**src/rtl/nv_fifo_ctrl_rwsthp_if.sv**
```systemverilog
// Producer/consumer handshake bundle for nv_fifo_ctrl_rwsthp.
// A transfer happens on a rising clock edge where valid & ready are both 1; valid never
// waits on ready, and the payload stays stable while valid=1 and ready=0.
interface nv_fifo_ctrl_rwsthp_if #(
  parameter int WIDTH = 4
);
  logic             wr_pvld;
  logic             wr_prdy;
  logic [WIDTH-1:0] wr_pd;
  logic             rd_pvld;
  logic             rd_prdy;
  logic [WIDTH-1:0] rd_pd;

  modport master (
    output wr_pvld, wr_pd, rd_prdy,
    input  wr_prdy, rd_pvld, rd_pd
  );

  modport slave (
    input  wr_pvld, wr_pd, rd_prdy,
    output wr_prdy, rd_pvld, rd_pd
  );
endinterface

```
**src/rtl/nv_fifo_ctrl_rwsthp.sv**
```systemverilog
// Valid/ready FIFO sequencer driving a two-port RAM with registered address and output stages.
// Optional write-to-output bypass on an empty FIFO is enabled by defining NV_FIFO_CTRL_BYPASS_EN.
module nv_fifo_ctrl_rwsthp #(
  parameter int DEPTH = 19,
  parameter int WIDTH = 4,
  parameter int AW    = 5
) (
  input  logic                  nvdla_core_clk,
  input  logic                  nvdla_core_rstn,
  nv_fifo_ctrl_rwsthp_if.slave  io,
  output logic [AW-1:0]         ram_wa,
  output logic                  ram_we,
  output logic [WIDTH-1:0]      ram_di,
  output logic [AW-1:0]         ram_ra,
  output logic                  ram_re,
  output logic                  ram_ore,
  output logic                  ram_byp_sel,
  output logic [WIDTH-1:0]      ram_dbyp,
  input  logic [WIDTH-1:0]      ram_dout,
  output logic [AW:0]           fifo_cnt,
  output logic                  idle
);

  localparam logic [AW-1:0] LAST_PTR = AW'(DEPTH - 1);
  localparam logic [AW:0]   DEPTH_V  = (AW + 1)'(DEPTH);

  logic [AW-1:0] wr_ptr;
  logic [AW-1:0] rd_ptr;
  logic [AW:0]   unread_cnt;
  logic          s1_vld;
  logic          s2_vld;

  logic [AW:0]   slot_cnt;
  logic          wr_acc;
  logic          s1_adv;
  logic          byp;

  // The stage-1 entry keeps its RAM slot reserved until it moves into the output register.
  assign slot_cnt = unread_cnt + {{AW{1'b0}}, s1_vld};
  assign fifo_cnt = slot_cnt + {{AW{1'b0}}, s2_vld};
  assign idle     = (fifo_cnt == '0) & ~s1_vld & ~s2_vld;

  assign io.wr_prdy = (slot_cnt < DEPTH_V);
  assign wr_acc     = io.wr_pvld & io.wr_prdy;

`ifdef NV_FIFO_CTRL_BYPASS_EN
  assign byp = wr_acc & (unread_cnt == '0) & ~s1_vld & (~s2_vld | io.rd_prdy);
`else
  assign byp = 1'b0;
`endif

  assign ram_we      = wr_acc & ~byp;
  assign ram_wa      = wr_ptr;
  assign ram_di      = io.wr_pd;
  assign ram_dbyp    = io.wr_pd;
  assign ram_byp_sel = byp;

  // Read issue only looks at registered occupancy, so a slot is never read in its write cycle.
  assign s1_adv  = s1_vld & (~s2_vld | io.rd_prdy);
  assign ram_re  = (unread_cnt != '0) & (~s1_vld | s1_adv);
  assign ram_ra  = rd_ptr;
  assign ram_ore = s1_adv | byp;

  assign io.rd_pvld = s2_vld;
  assign io.rd_pd   = ram_dout;

  always_ff @(posedge nvdla_core_clk or negedge nvdla_core_rstn) begin
    if (!nvdla_core_rstn) begin
      wr_ptr     <= '0;
      rd_ptr     <= '0;
      unread_cnt <= '0;
      s1_vld     <= 1'b0;
      s2_vld     <= 1'b0;
    end else begin
      if (ram_we) begin
        wr_ptr <= (wr_ptr == LAST_PTR) ? '0 : wr_ptr + 1'b1;
      end
      if (ram_re) begin
        rd_ptr <= (rd_ptr == LAST_PTR) ? '0 : rd_ptr + 1'b1;
      end
      unread_cnt <= unread_cnt + {{AW{1'b0}}, ram_we} - {{AW{1'b0}}, ram_re};
      s1_vld     <= ram_re | (s1_vld & ~s1_adv);
      s2_vld     <= ram_ore | (s2_vld & ~io.rd_prdy);
    end
  end

endmodule

```
**src/flat_wrapper.sv**
```systemverilog
// flat-port wrapper written by rule: the top's interface ports become plain ports
module nv_fifo_ctrl_rwsthp_flat 
#(
  parameter int DEPTH = 19,
  parameter int WIDTH = 4,
  parameter int AW    = 5
)
  (nvdla_core_clk, nvdla_core_rstn, ram_wa, ram_we, ram_di, ram_ra, ram_re, ram_ore, ram_byp_sel, ram_dbyp, ram_dout, fifo_cnt, idle, io_wr_pvld, io_wr_pd, io_rd_prdy, io_wr_prdy, io_rd_pvld, io_rd_pd);
  nv_fifo_ctrl_rwsthp_if #(.WIDTH(WIDTH)) io_i ();
  input  logic nvdla_core_clk;
  input  logic nvdla_core_rstn;
  output logic [AW-1:0] ram_wa;
  output logic ram_we;
  output logic [WIDTH-1:0] ram_di;
  output logic [AW-1:0] ram_ra;
  output logic ram_re;
  output logic ram_ore;
  output logic ram_byp_sel;
  output logic [WIDTH-1:0] ram_dbyp;
  input  logic [WIDTH-1:0] ram_dout;
  output logic [AW:0] fifo_cnt;
  output logic idle;
  input wire logic [$bits(io_i.wr_pvld)-1:0] io_wr_pvld;
  input wire logic [$bits(io_i.wr_pd)-1:0] io_wr_pd;
  input wire logic [$bits(io_i.rd_prdy)-1:0] io_rd_prdy;
  output wire logic [$bits(io_i.wr_prdy)-1:0] io_wr_prdy;
  output wire logic [$bits(io_i.rd_pvld)-1:0] io_rd_pvld;
  output wire logic [$bits(io_i.rd_pd)-1:0] io_rd_pd;
  assign io_i.wr_pvld = io_wr_pvld;
  assign io_i.wr_pd = io_wr_pd;
  assign io_i.rd_prdy = io_rd_prdy;
  assign io_wr_prdy = io_i.wr_prdy;
  assign io_rd_pvld = io_i.rd_pvld;
  assign io_rd_pd = io_i.rd_pd;
  nv_fifo_ctrl_rwsthp #(.DEPTH(DEPTH), .WIDTH(WIDTH), .AW(AW)) u_core (.nvdla_core_clk(nvdla_core_clk), .nvdla_core_rstn(nvdla_core_rstn), .io(io_i), .ram_wa(ram_wa), .ram_we(ram_we), .ram_di(ram_di), .ram_ra(ram_ra), .ram_re(ram_re), .ram_ore(ram_ore), .ram_byp_sel(ram_byp_sel), .ram_dbyp(ram_dbyp), .ram_dout(ram_dout), .fifo_cnt(fifo_cnt), .idle(idle));
endmodule
```
**config.mk**
```make
export PLATFORM = sky130hd
export DESIGN_NAME = nv_fifo_ctrl_rwsthp_flat
export DESIGN_NICKNAME = d
export VERILOG_FILES = /design/src/rtl/nv_fifo_ctrl_rwsthp_if.sv /design/src/rtl/nv_fifo_ctrl_rwsthp.sv /design/src/flat_wrapper.sv
export SDC_FILE = /design/constraint.sdc
export NUM_CORES = 1
export LEC_CHECK = 0
export CAP_MARGIN = 20
export CORE_UTILIZATION = 50
export DETAILED_ROUTE_END_ITERATION = 6
export PLACE_DENSITY_LB_ADDON = 0.05
export SLEW_MARGIN = 20
export SYNTH_ARGS = -nofsm -noshare
export SYNTH_HDL_FRONTEND = slang
export SYNTH_SLANG_ARGS = --single-unit
```
**constraint.sdc**
```tcl
create_clock -name nvdla_core_clk -period 5.2 [get_ports nvdla_core_clk]
set_clock_uncertainty 0.15 [all_clocks]
set_input_delay 0.52 -clock nvdla_core_clk [delete_from_list [all_inputs] [get_ports nvdla_core_clk]]
set_output_delay 0.52 -clock nvdla_core_clk [all_outputs]
set_load 0.05 [all_outputs]
```
### Yosys cells after proc, flatten, opt, wreduce, memory -nomap -nowiden

Index checks and enable logic that the tools add are counted.

| word-level totals | value |
|---|---|
| logic and storage cells | 33 |
| bits of input ports | 12 |
| output and inout bits | 35 |
| flip-flop bits (word level) | 18 |

| operators by class | value |
|---|---|
| bitwise logic cells | 15 |
| multiplexer cells | 2 |
| $lt $le $gt $ge | 1 |
| eq/ne operators | 2 |
| reduce and logical (&&, ||, !) cells | 2 |
| add/subtract/negate cells | 6 |

Operators with widths:

| kind | count |
|---|---|
| $add A6 B1 Y6 | 3 |
| $add A5 B1 Y5 const B | 2 |
| $eq A5 B5 Y1 const B | 2 |
| $mux W5 | 2 |
| $and A1 B1 Y1 | 7 |
| $logic_not A6 Y1 | 1 |
| $lt A6 B5 Y1 const B | 1 |
| $reduce_bool A6 Y1 | 1 |
| $sub A6 B1 Y6 | 1 |
| $not A1 Y1 | 4 |
| $or A1 B1 Y1 | 4 |

### Logic depth before layout (Yosys ltp)

| logic depth | value |
|---|---|
| depth in word-level cells | 6 |
| depth in mapped cells | 13 |
| gate-level depth less buffers | 13 |

### Worst setup path after synthesis

Ideal clock, no wire load.

| path | value |
|---|---|
| kind | register to output |
| start point | register u_core.s1_vld |
| end point | output port idle |
| cell stages (with the launch flop) | 7 |
| data arrival time | 3.362 ns |
| path buffers | 0 |
| setup slack | 1.168 ns |
| cells stage by stage | dfrtp_1 -> ha_1 -> ha_1 -> ha_1 -> or4_1 -> or3_1 -> nor3_1 |

| between the ends | value |
|---|---|
| word-level cells in the longest chain between the ends | 5 |
| elaborated cells on any way between the ends | 6 |
| those cells by class | add/sub (2); bitwise (3); reduce/logical (1) |

Ends and longest elaborated chain:

| item | RTL line | text |
|---|---|---|
| start: declaration | nv_fifo_ctrl_rwsthp.sv:30 | `logic s1_vld;` |
| start signal: assignment | nv_fifo_ctrl_rwsthp.sv:82 | `s1_vld <= ram_re \| (s1_vld & ~s1_adv);` |
| $add A6 B1 Y6 | nv_fifo_ctrl_rwsthp.sv:39 | `assign slot_cnt = unread_cnt + {{AW{1'b0}}, s1_vld};` |
| $add A6 B1 Y6 | nv_fifo_ctrl_rwsthp.sv:40 | `assign fifo_cnt = slot_cnt + {{AW{1'b0}}, s2_vld};` |
| net fifo_cnt[1] | flat_wrapper.sv:21 | `output logic [AW:0] fifo_cnt;` |
| $logic_not A6 Y1 | nv_fifo_ctrl_rwsthp.sv:41 | `assign idle = (fifo_cnt == '0) & ~s1_vld & ~s2_vld;` |
| $and A1 B1 Y1 (2 in series) | nv_fifo_ctrl_rwsthp.sv:41 |  |
| end: declaration | flat_wrapper.sv:22 | `output logic idle;` |

The timed path passes the listed nets, and every way through them passes these cells.

### Worst setup path in the final report

| path | value |
|---|---|
| start point | register u_core.s1_vld |
| end point | output port idle |

| between the ends | value |
|---|---|
| word-level cells in the longest chain between the ends | 5 |
| elaborated cells on any way between the ends | 6 |
| those cells by class | add/sub (2); bitwise (3); reduce/logical (1) |

Ends and longest elaborated chain:

| item | RTL line |
|---|---|
| $add A6 B1 Y6 | nv_fifo_ctrl_rwsthp.sv:39 |
| $add A6 B1 Y6 | nv_fifo_ctrl_rwsthp.sv:40 |
| $logic_not A6 Y1 | nv_fifo_ctrl_rwsthp.sv:41 |
| $and A1 B1 Y1 (*) (2 in series) | nv_fifo_ctrl_rwsthp.sv:41 |

Every way passes the cells marked *; elsewhere a longest branch is shown, timed or not.

==> flow_metrics.tcl <==
set metrics [dict create \
    holdBufCountCts 0 \
    hpwl_um 1970 \
    cts_resized 0 \
    ant_nets 0 \
    core_mm2 0.00273 \
    start_util_pct 52.6 \
    slew_violations 0 \
    endpoint_kind "primary output" \
    io_buffer_count 25 \
    rows 19 \
    rr_worst_depth 12 \
    n_antenna_cell 0 \
    root_buffer "clkbuf_4" \
    via_per_inst 5.41 \
    synth.avg_cell_area_um2 10.1 \
    hold_start "u_core.unread_cnt[0]$_DFF_PN0_" \
    hold_path_depth 2 \
    fin_crit_ps 4090 \
    netlist_area_mm2 0.00144 \
    cts_setup_buffers 0 \
    wire_per_inst_um 13.1 \
    synth-seq-area-share_pct 31.3 \
    clk_pin_slew_ps 110 \
    drc 0 \
    tightest_slew_ps 879 \
    area_growth_syn_to_layout_pct 15.8 \
    first_global_vias 1018 \
    rsz0062_at_grt "false" \
    finalHoldViolCount 0 \
    via_count 1028 \
    synth_top_family_by_area "adder cells" \
    dp_worst_setup_slack_ps 1430 \
    required_ps 4530 \
    path_max_fanout 6 \
    finalNetCount 192 \
    critPathKind "register to primary output" \
    rr_endpoint "u_core.unread_cnt[4]$_DFF_PN0_" \
    max_freq_ghz 0.244 \
    status "complete, no violations" \
    firstDrtPassIters 4 \
    antenna_found_initial 0 \
    min_path_type "register to register" \
    synth.distinct_cells 38 \
    synth_compound_area_share_pct 13.5 \
    pin_count 47 \
    overflow 0 \
    dieHeight_um 55.6 \
    ys_seq_elements 18 \
    drive_gt1_share_pct 7.55 \
    cap_violations 0 \
    routabilityCongestion 0.782 \
    synth_cells 143 \
    syn_nets 175 \
    r2r_setup_slack_ps 1880 \
    synth-xor-area-share_pct 10.3 \
    synth_mux_area_share_pct 0.783 \
    cts.sinks 18 \
    whs_endpoint "u_core.s1_vld$_DFF_PN0_" \
    grt_max_degree 19 \
    tritoncts "built" \
    tns_ps 0 \
    synth_warnings 0 \
    arrival_ps 3420 \
    fp.dieW_um 55.6 \
    clk_latency_ps 290 \
    slew-limit-headroom_pct 41.2 \
    fin_ws_ps 1110 \
    period_share_pct 78.7 \
    synth-simple-area-share_pct 16.0 \
    grt_pass1_wl_um 4360 \
    clockBufferDepth 2 \
    grt_use_total_pct 17.8 \
    reg2reg_from "u_core.s1_vld$_DFF_PN0_" \
    synthAdderAreaFrac_pct 17.9 \
    wl_um 2500 \
    finalSetupViolations 0 \
    initialDrtViolationCount 24 \
    htree_levels 1 \
    start_kind "register" \
    numCtsBuffers 3 \
    dieArea_mm2 0.00309 \
]
## layer usage
| metal | global-route usage, % | wire length (um) | vias to the layer above |
|---|---|---|---|
| li1 | - | - | 518 |
| met1 | 21.2 | 1150 | 476 |
| met2 | 31.3 | 1170 | 30 |
| met3 | 4.19 | 154 | 4 |
| met4 | 6.43 | 21 | 0 |
| met5 | 0 | 0 | - |
## flip-flops by register name, indices dropped and copies added, names as in the netlist
signal             cells
u_core.io.rd_pvld      1
u_core.ram_ra          5
u_core.ram_wa          5
u_core.unread_cnt      6
u_core.s1_vld          1
## kinds of logic (layout without fill, tap and decap cells)
logic type,Yosys count,after routing
xor+xnor,13,13
fa+ha+maj,20,20
flops,18,18
simple gates,41,41
mux,1,1
other cells,1,1
buf+inv,25,41
compound gates,24,24
## through the flow
step                instance area (um2)  hold slack [ps]  util [%]  std cells
floorplan                          1440             74.4         -        143
global placement                   1630              372      59.6        186
detailed placement                 1630              383      59.6        186
CTS                                1670              404      60.9        190
global route                       1670              442      60.9        190
finish                             1670              385      60.9        190
## layout make-up
type	instances	area (um2)
Clock buffer	4	36.3
Fill cell	244	1070
Inverter	12	45.0
Multi-Input combinational cell	100	845
Sequential cell	18	450
Tap cell	31	38.8
Timing Repair Buffer	25	250
## cell usage after synthesis (all sizes together)
master   instances  area (um2)
ha              19         238
dfrtp           18         450
buf             13        97.6
inv             12        45.0
nor2             9        33.8
nand2            7        26.3
xnor2            7        87.6
a21oi            6        30.0
xor2             6        60.1
nand3            4        20.0
nor3             4        20.0
o211ai           4        43.8
o21ai            4        20.0
nand2b           3        18.8
nor4bb           3        30.0
a21o             2        15.0
nor2b            2        12.5
o2111ai          2        17.5
or3              2        12.5
or4              2        15.0
a2111oi          1        27.5
a21boi           1        11.3
a31oi            1        6.26
and2             1        6.26
and3b            1        12.5
conb             1        3.75
fa               1        20.0
mux2             1        11.3
nand3b           1        7.51
nand4            1        6.26
nand4b           1        8.76
o21a             1        7.51
o21bai           1        7.51
o31ai            1        7.51
## how the worst max path moves through the flow
stage,endpoint,slack [ps],cells past startpoint,from
6_report,idle,1110,7,u_core.s1_vld$_DFF_PN0_
5_1_grt,idle,920,7,u_core.s1_vld$_DFF_PN0_
4_1_cts,idle,1080,7,u_core.s1_vld$_DFF_PN0_
3_5_place_dp,idle,1430,7,u_core.s1_vld$_DFF_PN0_
3_3_place_gp,idle,1490,7,u_core.s1_vld$_DFF_PN0_
2_1_floorplan,idle,1170,6,u_core.s1_vld$_DFF_PN0_
## layout by cell type, fill, tap and decap left out, types with 2 or more instances in the layout
cell,n
clkdlybuf4s50_1,25
dfrtp_1,18
xor2_1,5
nor3_1,4
a21oi_1,6
nand2_1,7
inv_1,12
or3_1,2
xnor2_1,5
o2111ai_1,2
a21o_1,2
nor2_1,9
clkbuf_4,3
ha_1,19
o211ai_1,3
nor2b_1,2
nand3_1,4
or4_1,2
nor4bb_1,3
o21ai_0,4
nand2b_1,3
## worst max-delay path, stage by stage (launching register included)
cell and delay (ps):
dfrtp_1 440, ha_1 270, ha_1 360, ha_1 330, or4_1 460, or3_1 310, nor3_1 140, clkdlybuf4s50_1 820
Power is not shown: default switching activity piles up to over one toggle a cycle in this logic, so the estimate is an artifact.
